===== src/rtl/vshift_seq.sv =====
// vshift_seq: sequences one vector shift instruction through a serial
// rotating shifter, one element at a time. For each element it reads the
// register file, launches the shifter, waits out its stall and writes back
// the rotated result after masking/filling it into a true shift.
//
// Optional build macro VSHIFT_SEQ_VECSA_EN: adds elem_sa_data, a per-element
// shift amount read alongside elem_rd_data; in_sa is then ignored.
//
// Handshake: an instruction transfers on a rising clk edge where in_valid
// and in_ready are both high; in_ready is high only in IDLE, so in_valid
// while busy is ignored and the requester holds the instruction until taken.
module vshift_seq #(
  parameter int WIDTH = 32,
  parameter int VLW   = 6,
  parameter int SAW   = 5
) (
  input  logic             clk,
  input  logic             resetn,
  input  logic             in_valid,
  output logic             in_ready,
  input  logic [1:0]       in_op,
  input  logic [VLW-1:0]   in_vl,
  input  logic [SAW-1:0]   in_sa,
  output logic [VLW-1:0]   elem_rd_addr,
  input  logic [WIDTH-1:0] elem_rd_data,
`ifdef VSHIFT_SEQ_VECSA_EN
  input  logic [SAW-1:0]   elem_sa_data,
`endif
  output logic [WIDTH-1:0] sh_opB,
  output logic [SAW-1:0]   sh_sa,
  output logic [1:0]       sh_op,
  output logic             sh_start,
  input  logic             sh_stalled,
  input  logic [WIDTH-1:0] sh_result,
  output logic             wb_en,
  output logic [VLW-1:0]   wb_addr,
  output logic [WIDTH-1:0] wb_data,
  output logic             done
);

  typedef enum logic [2:0] {
    ST_IDLE  = 3'd0,
    ST_READ  = 3'd1,
    ST_START = 3'd2,
    ST_WAIT  = 3'd3,
    ST_DONE  = 3'd4
  } state_t;

  state_t           state;
  state_t           state_nxt;
  logic [VLW-1:0]   idx;
  logic [VLW-1:0]   vl_q;
  logic [1:0]       op_q;
  logic [SAW-1:0]   sa_q;
  logic [WIDTH-1:0] opb_q;
  logic             accept;
  logic             last_elem;
  logic             elem_done;
  logic [WIDTH-1:0] fixed;

  assign accept    = in_valid && (state == ST_IDLE);
  // Terminating on vl-1 means idx never has to represent vl itself.
  assign last_elem = (idx == (vl_q - {{(VLW-1){1'b0}}, 1'b1}));
  assign elem_done = (state == ST_WAIT) && !sh_stalled;

  // State register.
  always_ff @(posedge clk or negedge resetn) begin
    if (!resetn) state <= ST_IDLE;
    else         state <= state_nxt;
  end

  // Next-state logic.
  always_comb begin
    state_nxt = state;
    unique case (state)
      ST_IDLE:  if (accept) state_nxt = (in_vl == '0) ? ST_DONE : ST_READ;
      ST_READ:  state_nxt = ST_START;
      ST_START: state_nxt = ST_WAIT;
      ST_WAIT:  if (!sh_stalled) state_nxt = last_elem ? ST_DONE : ST_READ;
      ST_DONE:  state_nxt = ST_IDLE;
      default:  state_nxt = ST_IDLE;
    endcase
  end

  // Instruction fields, element index and the held shifter operand.
  always_ff @(posedge clk or negedge resetn) begin
    if (!resetn) begin
      idx   <= '0;
      vl_q  <= '0;
      op_q  <= '0;
      sa_q  <= '0;
      opb_q <= '0;
    end else begin
      if (accept) begin
        op_q <= in_op;
        vl_q <= in_vl;
        idx  <= '0;
`ifndef VSHIFT_SEQ_VECSA_EN
        sa_q <= in_sa;
`endif
      end
      if (state == ST_START) begin
        opb_q <= elem_rd_data;
`ifdef VSHIFT_SEQ_VECSA_EN
        sa_q  <= elem_sa_data;
`endif
      end
      if (elem_done && !last_elem) idx <= idx + {{(VLW-1){1'b0}}, 1'b1};
    end
  end

`ifdef VSHIFT_SEQ_VECSA_EN
  // in_sa is superseded by the per-element amount in this build.
  logic unused_in_sa;
  assign unused_in_sa = ^in_sa;
`endif

  // Turn the rotated result into a shift: op_q[0] is direction (1 = right),
  // op_q[1] is sign extension and only matters for right shifts.
  always_comb begin
    fixed = sh_result;
    if (!op_q[0]) begin
      fixed = sh_result & ({WIDTH{1'b1}} << sa_q);
    end else if (op_q[1] && opb_q[WIDTH-1]) begin
      fixed = sh_result | ~({WIDTH{1'b1}} >> sa_q);
    end else begin
      fixed = sh_result & ({WIDTH{1'b1}} >> sa_q);
    end
  end

  assign in_ready     = (state == ST_IDLE);
  assign elem_rd_addr = idx;
  assign sh_opB       = opb_q;
  assign sh_sa        = sa_q;
  assign sh_op        = op_q;
  assign sh_start     = (state == ST_START);
  assign wb_en        = elem_done;
  assign wb_addr      = idx;
  assign wb_data      = elem_done ? fixed : '0;
  assign done         = (state == ST_DONE);

endmodule


===== config.mk =====
export PLATFORM = sky130hd
export DESIGN_NAME = vshift_seq
export DESIGN_NICKNAME = d
export VERILOG_FILES = /design/src/rtl/vshift_seq.sv
export SDC_FILE = /design/constraint.sdc
export NUM_CORES = 1
export LEC_CHECK = 0
export CAP_MARGIN = 10
export CORE_UTILIZATION = 35
export DETAILED_ROUTE_END_ITERATION = 10
export HOLD_SLACK_MARGIN = 0.05
export PLACE_DENSITY_LB_ADDON = 0.05
export SKIP_LAST_GASP = 1
export SYNTH_ARGS = -nofsm -noshare
export SYNTH_HDL_FRONTEND = slang
export SYNTH_SLANG_ARGS = --single-unit
export TNS_END_PERCENT = 20

===== constraint.sdc =====
create_clock -name clk -period 6.18 [get_ports clk]
set_input_delay 1.854 -clock clk [delete_from_list [all_inputs] [get_ports clk]]
set_output_delay 1.854 -clock clk [all_outputs]
set_load 0.005 [all_outputs]

Word level (Yosys, flattened, before mapping)
Index checks and enable logic that the tools add are counted.
{"block": "totals", "output_inout_bits": 87, "in_bits": 81, "word_cells": 41, "ff_bits": 54}
{"block": "op_classes", "shifts": 2, "bitwise_logic": 4, "n_mux": 10, "addsub": 2, "n_reduce_logical": 10, "eq_ne": 7}
{"operator": "32-bit 2-to-1 mux", "n": 3}
{"operator": "32-bit AND", "n": 2}
{"operator": "32-bit NOT", "n": 1}
{"operator": "32-bit bitwise OR", "n": 1}
{"operator": "32-bit by 5-bit left shift with 32-bit output (first input constant)", "n": 1}
{"operator": "32-bit by 5-bit right shift with 32-bit output (first input constant)", "n": 1}
{"operator": "3-bit 2-to-1 mux", "n": 4}
{"operator": "6-bit 2-to-1 mux", "n": 2}
{"operator": "3-bit case mux with 4 select lines", "n": 1}
{"operator": "6-bit by 1-bit adder with 6-bit output (second input constant)", "n": 1}
{"operator": "3-bit by 2-bit == test with 1-bit output (second input constant)", "n": 2}
{"operator": "6-bit == test", "n": 1}
{"operator": "6-bit logical NOT", "n": 1}
{"operator": "6-bit by 1-bit subtractor with 6-bit output (second input constant)", "n": 1}
{"operator": "1-bit logical AND", "n": 4}
{"operator": "3-bit by 1-bit == test with 1-bit output (second input constant)", "n": 1}
{"operator": "3-bit == test (second input constant)", "n": 1}
{"operator": "3-bit logical NOT", "n": 1}
{"operator": "1-bit logical NOT", "n": 2}
{"operator": "2-bit by 1-bit != test with 1-bit output (second input constant)", "n": 1}
{"operator": "2-bit != test (second input constant)", "n": 1}
{"operator": "2-bit AND reduction", "n": 1}
{"operator": "2-bit nonzero test", "n": 1}

Logic depth before layout (Yosys ltp)
Gate-level depths: netlist of the first run.
{"block": "depth", "ltp_word": 6, "mapped_depth": 8, "depth_no_buf": 8}

Least setup slack after synthesis of the first run
Ideal clock, no wire load.
{"block": "synth_timing", "path_type": "in2out", "start": "input sh_stalled", "end": "output wb_data[19]", "required_time_ns": 4.326, "path_buffers": 2, "setup_slack_ns": 1.601, "cell_stages": 4, "arrival_ns": 2.725, "cell_sequence": "or3_1 clkbuf_1 clkbuf_1 a21oi_1"}
{"block": "synth_via", "elab_chain_cells": 3}
{"item": "from (decl)", "line": "33", "text": "input logic sh_stalled,"}
{"item": "1-bit logical NOT"}
{"item": "1-bit logical AND", "line": "64", "text": "assign elem_done = (state == ST_WAIT) && !sh_stalled;"}
{"item": "32-bit 2-to-1 mux", "line": "139", "text": "assign wb_data = elem_done ? fixed : '0;"}
{"item": "to (decl)", "line": "37", "text": "output logic [WIDTH-1:0] wb_data,"}
No other way between the ends.

Worst setup path in the final report of the first run
{"block": "layout_timing", "start": "input sh_stalled", "end": "output wb_data[0]"}
Same word-level chain as after synthesis.

==> impl_metrics.py, run 1 <==
metrics = {
    "outcome": {
        "outcome": "finished clean",
    },
    "sta": {
        "fin_skew_ns": 0.0109,
        "fin_crit_sh_pct": 89.8,
        "tightest_slew_ns": 0.980,
        "finalMaxSlewViolations": 0,
        "hold_ws_ns": 0.519,
        "fin_crit_ns": 5.55,
        "setup_tns_ns": 0,
        "max_clock_freq_ghz": 0.180,
        "grt_setup_unrepaired": "no",
        "setup_viol": 0,
        "hold_violations": 0,
        "slew_headroom_pct": 34.7,
    },
    "critical_path": {
        "rr_worst_depth": 8,
        "arrival_ns": 3.70,
        "critPathKind": "input pin to output pin",
        "crit_fanout": 34,
        "cp_data_required_time_ns": 4.33,
        "setup.worst_path.start_class": "input pin",
        "worstReg2RegEnd": "elem_rd_addr[5]$_DFFE_PN0P_",
        "worstReg2RegStart": "vl_q[0]$_DFFE_PN0P_",
        "endpoint_kind": "output pin",
        "reg2reg_setup_slack_ns": 3.97,
    },
    "clocking": {
        "cts_sinks": 54,
        "hold_buffers": 0,
        "cts-root-buf": "clkbuf_8",
        "clk_pin_slew_worst_paths_ns": 0.10,
        "cts_buffer_depth": 2,
        "h-tree-depth": 2,
        "worst_skew_pair.late_latency_ns": 0.32,
        "cts_tree": "built",
        "cts_buffers": 5,
        "cts_resized": 0,
        "post_cts_buffers": 0,
    },
    "floorplanning": {
        "dieHeight_um": 102,
        "ioPinCount": 168,
        "die_area_mm2": 0.0103,
        "row_count": 36,
        "die_x_um": 102,
        "core_region_area_mm2": 0.00968,
        "initial_core_util_pct": 35.9,
    },
    "logic_synthesis": {
        "yosys.cell_types.count": 46,
        "ys_ff_latch": 54,
        "synth_top_family_by_area": "simple AND/OR/NAND/NOR gates",
        "yosysMostFrequentCell": "nor2_1",
        "yosysSeqAreaShare_pct": 38.9,
        "synthArstFlopShare_pct": 100,
        "synth_compound_area_share_pct": 16.1,
        "synth_top_area_share_pct": 38.9,
        "yosys.area_share.simple_pct": 21.3,
        "synth-edff-count": 0,
        "synthMuxAreaShare_pct": 16.2,
        "netlist_area_mm2": 0.00348,
        "synth_common_cells": "60 x nor2_1, 59 x nand2_1, 54 x dfrtp_1",
        "synth_area_leaders": "dfrtp_1 39%, mux2_2 16%, nor2_1 6.5%, nand2_1 6.4%, a21oi_1 5.0%",
        "synth_area_per_cell_um2": 8.60,
        "syn_inst": 404,
        "synth_area_leader_cell": "dfrtp_1",
        "yosysWarningCount": 0,
        "syn_nets": 487,
        "ys.flop_type": "dfrtp_1",
        "synth_xor_area_share_pct": 2.27,
        "synth_fa_ha_area_share_pct": 0.720,
    },
    "placement": {
        "dp_hpwl_um": 6980,
        "place_area_mm2": 0.00519,
        "io_buffer_count": 167,
        "place_congestion": 0.784,
    },
    "layout": {
        "syn2layout_area_growth_pct": 52.2,
        "drive_gt1_share_pct": 14.2,
        "n_fill_cell": 927,
        "stdcell_area_mm2": 0.00529,
        "final_nets": 633,
        "antenna_cells": 0,
    },
    "global_route": {
        "grt_pass1_vias": 3209,
        "grt_max_degree": 65,
        "grt.total_usage_pct": 18.8,
        "grt_pass1_wl_um": 15300,
        "antenna_found_initial": 0,
        "gr-total-overflow": 0,
    },
    "drt": {
        "wire_per_inst_um": 14.1,
        "wl_um": 9660,
        "drt_iter0_drc": 134,
        "drcViolationCount": 0,
        "routed_via_density": 4.95,
        "firstDrtPassIters": 6,
        "route.vias.total": 3384,
        "ant_nets": 0,
    },
    "worst_hold_path": {
        "hold_class": "flop to flop",
        "min_from": "sh_opB[21]$_DFFE_PN0P_",
        "min_to": "sh_opB[21]$_DFFE_PN0P_",
        "whs_path_depth": 1,
    },
    "power": {
        "power_leakage_nw": 2.10,
        "irDropWorstVdd_mv": 0.227,
        "p_per_area_mw_per_mm2": 452,
    },
    "job": {
        "cap_violations": 0,
    },
}
## cell families after synthesis
| family | after synthesis |
|---|---|
| and+or+nand+nor | 165 |
| AOI/OAI and AO/OA | 89 |
| buffers and inverters | 35 |
| adders and majority gates | 2 |
| xor gates and xnor gates | 9 |
| muxes | 50 |
| DFF | 54 |
## layout by cell type (no fill, tap or decap), types with 2 or more instances in the layout
master           synthesis  routed
clkdlybuf4s50_1          0     166
nor2_1                  60      60
nand2_1                 59      59
dfrtp_1                 54      53
mux2_2                  49      49
a21oi_1                 35      35
o21ai_0                 31      31
and2_1                   6       6
nand3_1                  6       6
clkbuf_8                 0       6
xnor2_1                  5       5
inv_1                    4       4
or3_1                    4       4
nand2b_1                 4       4
nor3_1                   4       4
nor2b_1                  4       4
xor2_1                   4       4
or2_2                    3       3
o211ai_1                 3       3
nor3b_1                  4       3
buf_4                    6       3
a31oi_1                  2       2
o31ai_1                  2       2
a2bb2oi_1                2       2
o21bai_1                 2       2
nand4_1                  2       2
nor4_1                   2       2
nand3b_1                 2       2
and3_2                   2       2
a22o_2                   2       2
ha_1                     2       2
## critical path: stages
cell             delay, ns
clkdlybuf4s50_1       0.44
or3_1                 0.36
buf_4                 0.25
inv_1                 0.14
o211a_1               0.15
clkdlybuf4s50_1       0.50
## power breakdown
group,switching (mW),leakage (nW),internal (mW)
sequential,0.255,0.646,0.524
combinational,0.571,1.40,0.824
clock,0.123,0.0478,0.0925
## how the worst max path moves through the flow
stage | start | end | slack [ns] | cells past startpoint
after detailed placement | sh_stalled | wb_data[0] | 0.62 | 6
after global placement | sh_stalled | wb_data[0] | 0.62 | 6
after floorplan | sh_stalled | wb_data[19] | 1.60 | 4
final | sh_stalled | wb_data[0] | 0.63 | 6
after global routing | sh_stalled | wb_data[0] | 0.53 | 6
after CTS | sh_stalled | wb_data[0] | 0.61 | 6
## registers in the layout, indices dropped and copies added, names as in the netlist
signal	flops
sh_opB	32
state	3
elem_rd_addr	6
sh_sa	5
sh_op	2
vl_q	6
## metal layers
metal  GRT usage, %  vias up  share of wire, %  wire length (um)
li1               -     1680                 -                 -
met1           24.5     1572                45              4310
met2           29.0      120                45              4310
met3           7.32       12               9.5               922
met4           5.24        0               1.2               118
met5              0        -                 0                 0
## final cells by class
| cell class | instances | area (um2) | share of cell area (%) |
|---|---|---|---|
| Multi-Input combinational cell | 315 | 1970 | 37.2 |
| Timing Repair Buffer | 170 | 1690 | 31.9 |
| Sequential cell | 54 | 1350 | 25.6 |
| Tap cell | 133 | 166 | 3.14 |
| Clock buffer | 6 | 82.6 | 1.56 |
| Clock inverter | 2 | 16.3 | 0.307 |
| Inverter | 4 | 15.0 | 0.284 |
## per-stage QoR
stage	utilization [%]	power (mW)	instances	worst slack [ns]
5_1_grt	54.6	2.60	684	0.530
6_report	54.6	2.39	684	0.630
3_3_place_gp	53.6	2.15	676	0.624
4_1_cts	54.6	2.42	684	0.614
2_1_floorplan	-	1.56	404	1.60
3_5_place_dp	53.6	2.19	676	0.625
Power figures use the tool's default switching activity.
==> inputs of run 2 (changes only) <==
--- a/config.mk
+++ b/config.mk
@@ -5,11 +5,13 @@
 export SDC_FILE = /design/constraint.sdc
 export NUM_CORES = 1
 export LEC_CHECK = 0
+export ABC_AREA = 1
 export CAP_MARGIN = 10
 export CORE_UTILIZATION = 35
 export DETAILED_ROUTE_END_ITERATION = 10
 export HOLD_SLACK_MARGIN = 0.05
 export PLACE_DENSITY_LB_ADDON = 0.05
+export RECOVER_POWER = 25
 export SKIP_LAST_GASP = 1
 export SYNTH_ARGS = -nofsm -noshare
 export SYNTH_HDL_FRONTEND = slang
==> run 2 against run 1 <==
The flow now finishes with violations (max-capacitance violations, max-slew violations). Maximum frequency is 1.7% higher. Largest cell class unchanged. Global-route usage is 1.6 points higher. Sequential cell count stayed put.
==> impl_metrics.py, run 2 <==
metrics = {
    "placement": {
        "pre_cts_slack_ns": 0.697,
        "io_buffer_count": 167,
        "place_inst": 780,
        "place_congestion": 0.848,
        "dp_hpwl_um": 8040,
    },
    "logic_synthesis": {
        "ys_ff_latch": 54,
        "synth_area_leader_cell": "dfrtp_1",
        "netlist_area_mm2": 0.00353,
        "yosys.cell_types.count": 35,
        "syn_nets": 588,
        "synth_common_cells": "180 x nand2_1, 57 x a21oi_1, 54 x dfrtp_1",
        "synth_top_area_share_pct": 38.3,
        "synth_area_per_cell_um2": 6.98,
        "syn_inst": 505,
        "yosysSeqAreaShare_pct": 38.3,
        "yosysWarningCount": 0,
        "synthArstFlopShare_pct": 100,
        "synth_area_leaders": "dfrtp_1 38%, nand2_1 19%, a21oi_1 8.1%, o21ai_0 5.1%, inv_1 4.5%",
        "ys.flop_type": "dfrtp_1",
        "yosysMostFrequentCell": "nand2_1",
        "synth-edff-count": 0,
    },
    "layout": {
        "final_nets": 737,
        "multiInputGateArea_mm2": 0.00185,
        "syn2layout_area_growth_pct": 51.3,
        "fin_cells": 788,
        "post-route-util_pct": 54.6,
        "largest_reg_flops": 32,
        "n_fill_cell": 980,
        "final_cell_mix": "180 x nand2_1, 134 x clkdlybuf4s50_1, 57 x a21oi_1",
        "layout_commonest_cell": "nand2_1",
        "seq_area_mm2": 0.00135,
        "drive_gt1_share_pct": 6.11,
        "antenna_cells": 0,
    },
    "power": {
        "irDropWorstVdd_mv": 0.183,
        "power_leakage_nw": 2.43,
        "p_per_area_mw_per_mm2": 416,
    },
    "floorplanning": {
        "ioPinCount": 168,
        "dieHeight_um": 102,
        "die_x_um": 102,
        "die_area_mm2": 0.0105,
        "core_region_area_mm2": 0.00977,
        "row_count": 36,
        "initial_core_util_pct": 36.1,
    },
    "clocking": {
        "post_cts_buffers": 0,
        "cts_tree": "built",
        "cts_sinks": 54,
        "worst_skew_pair.late_latency_ns": 0.31,
        "cts_buffer_depth": 2,
        "cts_buffers": 5,
        "cts_resized": 0,
        "clk_pin_slew_worst_paths_ns": 0.11,
        "h-tree-depth": 2,
        "cts-root-buf": "clkbuf_8",
        "hold_buffers": 0,
    },
    "worst_hold_path": {
        "hold_class": "flop to flop",
    },
    "sta": {
        "slew_headroom_pct": -96.0,
        "fin_crit_sh_pct": 88.3,
        "fin_skew_ns": 0.00848,
        "finalMaxSlewViolations": 55,
        "timing.final.ws_setup_ns": 0.725,
        "hold_violations": 0,
        "setup_tns_ns": 0,
        "setup_viol": 0,
        "grt_setup_unrepaired": "no",
        "max_clock_freq_ghz": 0.183,
        "fin_crit_ns": 5.46,
        "tightest_slew_ns": 2.94,
    },
    "global_route": {
        "gr-total-overflow": 0,
        "grt_pass1_vias": 3540,
        "grt_max_degree": 55,
        "antenna_found_initial": 0,
        "grt.total_usage_pct": 20.5,
        "grt_pass1_wl_um": 16900,
    },
    "drt": {
        "firstDrtPassIters": 5,
        "drcViolationCount": 0,
        "route.vias.total": 3822,
        "drt_iter0_drc": 165,
        "wl_um": 10800,
        "routed_via_density": 4.85,
        "wire_per_inst_um": 13.7,
        "ant_nets": 0,
    },
    "job": {
        "cap_violations": 1,
    },
    "outcome": {
        "outcome": "finished with violations",
        "violations": "max-capacitance violations, max-slew violations",
    },
    "critical_path": {
        "reg2reg_setup_slack_ns": 4.11,
        "setup.worst_path.start_class": "input pin",
        "critPathKind": "input pin to output pin",
        "arrival_ns": 3.60,
        "endpoint_kind": "output pin",
        "crit_fanout": 27,
        "cp_data_required_time_ns": 4.33,
    },
}
## run 2: final timing paths
check	from	end	depth (start not counted)
min in group asynchronous	resetn	sh_opB[23]$_DFFE_PN0P_	2
min	sh_opB[27]$_DFFE_PN0P_	sh_opB[27]$_DFFE_PN0P_	2
max	sh_stalled	wb_data[31]	5
min reg2reg	sh_opB[27]$_DFFE_PN0P_	sh_opB[27]$_DFFE_PN0P_	2
max in group asynchronous	resetn	sh_sa[2]$_DFFE_PN0P_	2
max reg2reg	state[0]$_DFFE_PN0P_	sh_op[1]$_DFFE_PN0P_	5
## run 2: stage by stage
step / power (mW) / hold WS [ns] / instance area [um2]
2_1_floorplan: 1.41 / 0.465 / 3530
3_3_place_gp: 2.00 / 0.453 / 5240
3_5_place_dp: 2.02 / 0.459 / 5240
4_1_cts: 2.25 / 0.485 / 5340
5_1_grt: 2.44 / 0.506 / 5340
6_report: 2.22 / 0.480 / 5340
## run 2: final cells by class
cell class                      instances  area share (%)
Clock buffer                            6            1.55
Clock inverter                          2           0.305
Inverter                               48            3.42
Multi-Input combinational cell        375            34.7
Sequential cell                        54            25.3
Tap cell                              133            3.12
Timing Repair Buffer                  170            31.6
## run 2: worst max-delay path, stage by stage
cell and delay (ns):
clkdlybuf4s50_1 0.51, nor2_8 0.22, inv_4 0.16, a311oi_1 0.29
clkdlybuf4s50_1 0.55
## run 2: layer usage
metal / up-vias / track usage [%] / part of all wire (%)
li1: 1924 / - / -
met1: 1755 / 26.9 / 45
met2: 127 / 32.1 / 45
met3: 16 / 6.22 / 8.1
met4: 0 / 6.59 / 2.2
met5: - / 0 / 0
## run 2: cells by family after synthesis
family                     share of synthesized area (%)
AOI/OAI and AO/OA                                   18.0
xor gates and xnor gates                            1.99
adders and majority gates                          0.709
buffers and inverters                               9.36
DFF                                                 38.3
muxes                                              0.319
and+or+nand+nor                                     31.3
## run 2: power by group
part	total [mW]	leakage, nW	internal [mW]	switching, mW
clock	0.221	0.0478	0.0928	0.128
sequential	0.637	0.656	0.512	0.125
combinational	1.36	1.73	0.617	0.743
==> inputs of run 3 (changes only) <==
--- a/config.mk
+++ b/config.mk
@@ -9,6 +9,7 @@
 export CAP_MARGIN = 10
 export CORE_UTILIZATION = 35
 export DETAILED_ROUTE_END_ITERATION = 10
+export GPL_ROUTABILITY_DRIVEN = 0
 export HOLD_SLACK_MARGIN = 0.05
 export PLACE_DENSITY_LB_ADDON = 0.05
 export RECOVER_POWER = 25
==> results of run 3 <==
No change in the layout: final DEF, timing and power equal those of run 2.
